File: src/rtl/alu_result_collector.sv
// alu_result_collector
// Captures ALU results on alu_irq into a first-word-fall-through FIFO,
// acknowledges the ALU with a registered alu_irq_clr, and presents the
// results to the consumer through a valid/ready read port.
// Optional build macro: ALU_RESULT_PARITY_EN adds an even-parity bit per
// entry and the rd_parity output.
module alu_result_collector #(
  parameter int DATA_W = 8,
  parameter int DEPTH  = 8,
  localparam int AW    = $clog2(DEPTH),
  localparam int CW    = $clog2(DEPTH + 1)
) (
  input  logic              clk,
  input  logic              rst_n,
  input  logic [DATA_W-1:0] alu_out,
  input  logic              alu_irq,
  output logic              alu_irq_clr,
  output logic              rd_valid,
  input  logic              rd_ready,
  output logic [DATA_W-1:0] rd_data,
`ifdef ALU_RESULT_PARITY_EN
  output logic              rd_parity,
`endif
  output logic [CW-1:0]     count,
  output logic              overflow,
  input  logic              ovf_clr
);

`ifdef ALU_RESULT_PARITY_EN
  localparam int ENTRY_W = DATA_W + 1;
`else
  localparam int ENTRY_W = DATA_W;
`endif

  typedef enum logic {IDLE, ACK} state_t;

  state_t              state_reg;
  state_t              state_next;
  logic                alu_irq_clr_reg;
  logic [AW-1:0]       wr_ptr_reg;
  logic [AW-1:0]       rd_ptr_reg;
  logic [CW-1:0]       count_reg;
  logic [CW-1:0]       count_next;
  logic                overflow_reg;
  logic [ENTRY_W-1:0]  mem_reg [DEPTH];
  logic [ENTRY_W-1:0]  hold_reg;
  logic [ENTRY_W-1:0]  wr_entry;
  logic [ENTRY_W-1:0]  head_entry;
  logic [ENTRY_W-1:0]  out_entry;
  logic [DEPTH-1:0]    wr_en;
  logic                push_req;
  logic                push_ok;
  logic                drop;
  logic                pop;
  logic                not_full;

  // Entry formatting: data, plus even parity of the captured result when enabled.
`ifdef ALU_RESULT_PARITY_EN
  assign wr_entry = {^alu_out, alu_out};
`else
  assign wr_entry = alu_out;
`endif

  assign rd_valid = (count_reg != '0);
  assign pop      = rd_valid && rd_ready;
  assign not_full = (count_reg < CW'(DEPTH));
  // A full FIFO can still take a result when the head leaves on the same edge.
  assign push_ok  = push_req && (not_full || pop);
  assign drop     = push_req && !push_ok;

  // Next-state logic: one capture per irq assertion, then wait for irq to fall.
  always_comb begin
    state_next = state_reg;
    push_req   = 1'b0;
    case (state_reg)
      IDLE: begin
        if (alu_irq) begin
          push_req   = 1'b1;
          state_next = ACK;
        end
      end
      ACK: begin
        if (!alu_irq) begin
          state_next = IDLE;
        end
      end
      default: state_next = IDLE;
    endcase
  end

  // Occupancy update for push-only, pop-only or simultaneous push+pop.
  always_comb begin
    count_next = count_reg;
    case ({push_ok, pop})
      2'b10:   count_next = count_reg + 1'b1;
      2'b01:   count_next = count_reg - 1'b1;
      default: count_next = count_reg;
    endcase
  end

  // FSM state and the acknowledge, which is high exactly while in ACK.
  always_ff @(posedge clk or negedge rst_n) begin
    if (!rst_n) begin
      state_reg       <= IDLE;
      alu_irq_clr_reg <= 1'b0;
    end else begin
      state_reg       <= state_next;
      alu_irq_clr_reg <= (state_next == ACK);
    end
  end

  // Pointers, occupancy and the sticky overflow flag (a drop beats a clear).
  always_ff @(posedge clk or negedge rst_n) begin
    if (!rst_n) begin
      wr_ptr_reg   <= '0;
      rd_ptr_reg   <= '0;
      count_reg    <= '0;
      overflow_reg <= 1'b0;
    end else begin
      if (push_ok) wr_ptr_reg <= wr_ptr_reg + 1'b1;
      if (pop)     rd_ptr_reg <= rd_ptr_reg + 1'b1;
      count_reg <= count_next;
      if (drop) begin
        overflow_reg <= 1'b1;
      end else if (ovf_clr) begin
        overflow_reg <= 1'b0;
      end
    end
  end

  // Per-entry write enables decoded from the write pointer.
  generate
    for (genvar gi = 0; gi < DEPTH; gi++) begin : g_wr_en
      assign wr_en[gi] = push_ok && (wr_ptr_reg == AW'(gi));
    end
  endgenerate

  // Storage array; cleared on reset so unwritten entries never read as X.
  always_ff @(posedge clk or negedge rst_n) begin
    if (!rst_n) begin
      for (int i = 0; i < DEPTH; i++) mem_reg[i] <= '0;
    end else begin
      for (int i = 0; i < DEPTH; i++) begin
        if (wr_en[i]) mem_reg[i] <= wr_entry;
      end
    end
  end

  // Remember the entry that was last popped so the read port holds it when empty.
  always_ff @(posedge clk or negedge rst_n) begin
    if (!rst_n) begin
      hold_reg <= '0;
    end else if (pop) begin
      hold_reg <= head_entry;
    end
  end

  assign head_entry = mem_reg[rd_ptr_reg];
  assign out_entry  = rd_valid ? head_entry : hold_reg;

  assign rd_data     = out_entry[DATA_W-1:0];
`ifdef ALU_RESULT_PARITY_EN
  assign rd_parity   = out_entry[DATA_W];
`endif
  assign alu_irq_clr = alu_irq_clr_reg;
  assign count       = count_reg;
  assign overflow    = overflow_reg;

endmodule

File: config.mk
export PLATFORM = sky130hd
export DESIGN_NAME = alu_result_collector
export DESIGN_NICKNAME = d
export VERILOG_FILES = /design/src/rtl/alu_result_collector.sv
export SDC_FILE = /design/constraint.sdc
export NUM_CORES = 1
export LEC_CHECK = 0
export ABC_AREA = 1
export CAP_MARGIN = 10
export CELL_PAD_IN_SITES_DETAIL_PLACEMENT = 1
export CELL_PAD_IN_SITES_GLOBAL_PLACEMENT = 1
export CORE_ASPECT_RATIO = 1.1
export CORE_MARGIN = 3
export CORE_UTILIZATION = 40
export CTS_BUF_LIST = sky130_fd_sc_hd__clkbuf_8 sky130_fd_sc_hd__clkbuf_16
export DETAILED_ROUTE_END_ITERATION = 6
export PLACE_DENSITY = 0.82
export SKIP_CTS_REPAIR_TIMING = 1
export SYNTH_ARGS = -nofsm -noshare
export SYNTH_HDL_FRONTEND = slang
export SYNTH_SLANG_ARGS = --single-unit
File: constraint.sdc
create_clock -name clk -period 3.7 [get_ports clk]
set_input_delay 0.74 -clock clk [delete_from_list [all_inputs] [get_ports clk]]
set_output_delay 0.74 -clock clk [all_outputs]
set_load 0.01 [all_outputs]
# Yosys cells after proc, flatten, opt, wreduce, memory -nomap -nowiden
# Index checks and enable logic that the tools add are counted.
[word_totals] reg_bits=84 out_inout_bits=15
[classes] eq_ne=9 order_cmp=2 n_bitwise=1 n_reduce_logical=17 n_mux=9 addsub=4
[ops] operator="binary-select mux 8 bit (select 3 bit)" n=1
[ops] operator="two-way mux 8 bit" n=3
[ops] operator="== test 3 bit, second input constant" n=4
[ops] operator="logical AND 1 bit" n=11
[ops] operator="case mux 4 bit (2 select lines)" n=1
[ops] operator="adder 3 x 1 -> 3 bit, second input constant" n=2
[ops] operator="== test 3 x 2 -> 1 bit, second input constant" n=2
[ops] operator="adder 4 x 1 -> 4 bit, second input constant" n=1
[ops] operator="greater-or-equal comparator 4 bit, second input constant" n=1
[ops] operator="< comparator 4 bit, second input constant" n=1
[ops] operator="two-way mux 1 bit" n=4
[ops] operator="NOT 3 -> 4 bit" n=1
[ops] operator="nonzero test 2 bit" n=2
[ops] operator="nonzero test 4 bit" n=1
[ops] operator="subtractor 4 x 1 -> 4 bit, second input constant" n=1
[ops] operator="== test 3 x 1 -> 1 bit, second input constant" n=1
[ops] operator="logical NOT 3 bit" n=1
[ops] operator="== test 2 x 1 -> 1 bit, second input constant" n=1
[ops] operator="== test 2 bit, second input constant" n=1
[ops] operator="logical NOT 1 bit" n=1
[ops] operator="logical OR 1 bit" n=1

# Depth between registers and ports, before layout
[depth] depth_word=7 ltp_mapped=14 depth_no_buf=14

# Worst setup path before layout
# Ideal clock, no wire load.
[synth_timing] kind="input-to-reg" startpoint="input alu_irq" endpoint="register count_reg[2], in the netlist count[2]" cell_stages=10 setup_slack_ps=1309 t_arrival_ps=2263 path_buffers=0 path_cell_list="inv_1 -> nor2_4 -> nand2_2 -> ha_1 -> nand2_1 -> nand2_1 -> ha_1 -> a21oi_1 -> xor2_1 -> o21ai_0"
[synth_via] elab_chain_len=5 word_cells_on_any_way=7
[synth_lines] item="from (decl)" line_no="16" text="input logic alu_irq,"
[synth_lines] item="two-way mux 1 bit (*)" line_no="77" text="if (alu_irq) begin"
[synth_lines] item="two-way mux 1 bit (*)" line_no="75" text="case (state_reg)"
[synth_lines] item="logical AND 1 bit (*)" line_no="68" text="assign push_ok = push_req && (not_full || pop);"
[synth_lines] item="== test 2 x 1 -> 1 bit / == test 2 bit (equally long branches)" line_no="94" text="case ({push_ok, pop})"
[synth_lines] item="case mux 4 bit (2 select lines) / nonzero test 2 bit (equally long branches)"
[synth_lines] item="to (signal assigned)" line_no="122" text="count_reg <= count_next;"
[synth_lines] item="to (decl)" line_no="42" text="logic [CW-1:0] count_reg;"
# Every way passes the cells marked *; elsewhere a longest branch is shown, timed or not.
# A chain may end at the register's enable or synchronous reset.

# Final worst setup path
[layout_timing] startpoint="register rd_ptr_reg[0]" endpoint="output rd_data[1]"
[layout_via] elab_chain_len=5
[layout_lines] item="from (decl)" line_no="41" text="logic [AW-1:0] rd_ptr_reg;"
[layout_lines] item="from (signal assigned)" line_no="121" text="if (pop) rd_ptr_reg <= rd_ptr_reg + 1'b1;"
[layout_lines] item="NOT 3 -> 4 bit (not written as such)" line_no="158" text="assign head_entry = mem_reg[rd_ptr_reg];"
[layout_lines] item="binary-select mux 8 bit (select 3 bit)" line_no="158"
[layout_lines] item="two-way mux 8 bit (not written as such) (2 in a row)" line_no="158"
[layout_lines] item="two-way mux 8 bit" line_no="159" text="assign out_entry = rd_valid ? head_entry : hold_reg;"
[layout_lines] item="to (decl)" line_no="20" text="output logic [DATA_W-1:0] rd_data,"
# No other way between the ends. The select of a mux whose other input is x is not followed.

==> summary.txt <==
Logic synthesis
  – Share of the synthesized area in the top cell type: 50.5%
  – Leading area contributor after synthesis: dfrtp_1
  – Syn Area/Cell: 8.61 um^2
  – Synthesized area: 4170 um^2
  – Commonest cells in the netlist: 115 x nand2_1, 84 x dfrtp_1, 69 x nor2_1
  – Seq/Total Area, Yosys: 50.5%
  – Synth unique cells: 25
  – Yosys reg bits: 84
  – Most frequent cell after synthesis: nand2_1
  – Syn Inst Count: 484
  – Post-Syn Nets: 507
  – Synth async-reset ratio: 100%
  – Ys Warns: 0
  – Number of synthesized flops with an enable pin: 0
  – Dominant synthesized flop cell: dfrtp_1
  – Area contributors post-synth: dfrtp_1 50%, nand2_1 10%, o21ai_1 7.0%

Drt
  – DRT Pass-1 Iters: 4
  – DR WL/cell: 17.1 um
  – Post-Route WL: 11100 um
  – Routed via count: 3370
  – Post-route ant nets: 0
  – Drc violations: 0
  – Vias/cell: 5.19
  – Initial detailed-routing violation count: 191

Layout
  – Final Util: 46.8%
  – Ant diodes: 0
  – Max FFs per register: 64
  – Layout cells sized above 1: 9.43%
  – Final std cells w/o fill: 649
  – Layout area overhead: 12.6%
  – Nets: 527
  – Final Instance Area: 4690 um^2

STA
  – RSZ-0062 raised after global routing: no
  – Final Slew Violations: 0
  – Slew headroom: 29.0%
  – Hold Fails Final Rpt: 0
  – Skew final: 0.0102 ns
  – Slew @ Worst Pin: 1.06 ns
  – Fmax: 304 MHz
  – Final min period: 3.29 ns
  – Hold slack: 0.487 ns
  – Setup tns final: 0 ns
  – Final period util: 88.8%
  – PnR worst setup slack: 0.413 ns
  – Finish-stage setup viols: 0

Clock network
  – Clock-pin slew on the worst setup and hold paths: 0.09 ns
  – Worst-Skew Late Latency: 0.36 ns
  – CTS tree: yes
  – CTS Buf Count: 9
  – Sink Count: 84
  – H-tree depth: 3
  – Clk buf depth: 2
  – CTS root buf: clkbuf_8

Outcome
  – Status: complete, no violations

GRT
  – First-pass GRT wire length: 18200 um
  – Vias in the first global route: 3530
  – Largest net degree at the start of global routing: 85
  – Gr ovfl total: 0
  – Tot GR Track Use: 20.3%
  – Antenna violations before repair: 0

Worst setup path
  – Worst Setup SP: rd_ptr_reg[0]$_DFFE_PN0P_
  – Critical Path Max Stage Delay: 0.67 ns
  – WP data required: 2.96 ns
  – Worst-path cell with the longest stage delay: dfrtp_1
  – RR Endpoint: count[2]$_DFFE_PN0P_
  – R2R Setup Slk: 1.00 ns
  – Reg-to-Reg Start: count[3]$_DFFE_PN0P_
  – Sequence of cells on the critical path: buf_4 > nor2_1 > nor2_1 > o21ai_0 > nand3_1 > nand3_1 > nand2_1 > clkdlybuf4s50_1
  – Worst R2R Path Depth: 13
  – Critical path class: reg2out
  – Worst setup SP type: flop
  – Critical path arrival: 2.55 ns
  – Worst setup EP type: output port
  – CP bufs+invs: 2
  – Cell family with most CP delay: buffers and inverters
  – Critical path peak fanout: 19

Power
  – Overall power: 4.37 mW
  – Power per cell area: 932 nW/um^2
  – P_leak: 2.25 nW
  – Worst vdd ir: 0.260 mV

Placement
  – GP Congestion: 0.753
  – Port-buffer cells: 27
  – DP Worst Slack: 0.781 ns
  – DP Cell Count: 633
  – Area post-placement: 4490 um^2
  – DPL Wire Length: 7450 um

Floorplanning
  – Die ar.: 11700 um^2
  – Die height: 113 um
  – Initial Util: 41.5%
  – Chip Width: 103 um
  – Core ar.: 10000 um^2
  – FP Rows: 38
  – # IOs: 28

Hold path
  – Depth of the worst hold-timing path: 2
  – Worst hold-check path type: reg2reg
  – WHS Endpoint: mem_reg[36]$_DFFE_PN0P_
  – Hold_sp: mem_reg[36]$_DFFE_PN0P_

Run
  – Max Cap Viol: 0
## logic make-up after synthesis
kind of cell               share of synthesized area [%]
and+or+nand+nor                                     26.1
AOI/OAI and AO/OA                                   13.4
DFF                                                 50.5
buffers and inverters                               5.77
adders and majority gates                           3.00
xor gates and xnor gates                            1.26
## report_power, final
group	internal [mW]	total (mW)	switching (mW)
combinational	0.841	2.02	1.18
sequential	1.35	1.68	0.326
clock	0.344	0.671	0.327
total	2.53	4.37	1.84
## worst register-to-register path: stages, from the launching register on
cell	delay (ns)
dfrtp_1	0.51
nor2_2	0.18
nand2_2	0.22
nand2_4	0.27
nand2_8	0.16
nand2_2	0.19
ha_1	0.26
inv_1	0.06
nand2_1	0.06
nand2_1	0.08
ha_1	0.18
a21oi_1	0.16
xor2_1	0.17
o21ai_0	0.09
## cell usage in the layout (no fill, tap or decap), types with 2 or more instances in the layout
master / instances
nand2_1: 115
dfrtp_1: 84
nor2_1: 69
o21ai_1: 58
nand3_1: 36
o21ai_0: 34
clkdlybuf4s50_1: 26
inv_1: 20
clkbuf_8: 11
o21ai_2: 10
ha_1: 10
nand3b_4: 6
buf_4: 5
inv_2: 4
xor2_1: 4
nand2_2: 2
nand3_4: 2
a21oi_1: 2
xnor2_1: 2
clkinv_2: 2
## routing by layer
layer  wire length, um  up-vias  track usage (%)
li1                  -     1622                -
met1              4990     1678             26.5
met2              5590       56             34.4
met3               350       14             2.28
met4               180        0             7.69
met5                 0        -                0
## worst max-delay path by stage
| stage | endpoint | slack [ns] | depth (start not counted) |
|---|---|---|---|
| floorplan | count[2]$_DFFE_PN0P_ | 1.31 | 10 |
| global placement | count[2]$_DFFE_PN0P_ | 0.81 | 11 |
| detailed placement | count[2]$_DFFE_PN0P_ | 0.78 | 12 |
| CTS | rd_data[1] | 0.37 | 8 |
| global route | rd_data[5] | 0.18 | 6 |
| finish | rd_data[1] | 0.41 | 8 |
## layout make-up
cell class	count	area [um^2]
fill	1203	5340
sequential	84	2100
multi-input combinational	354	1820
timing repair buffer	31	298
tap	140	175
clock buffer	11	151
inverter	24	90.1
clock inverter	5	51.3
No activity file was read; power rests on OpenSTA's default activity.
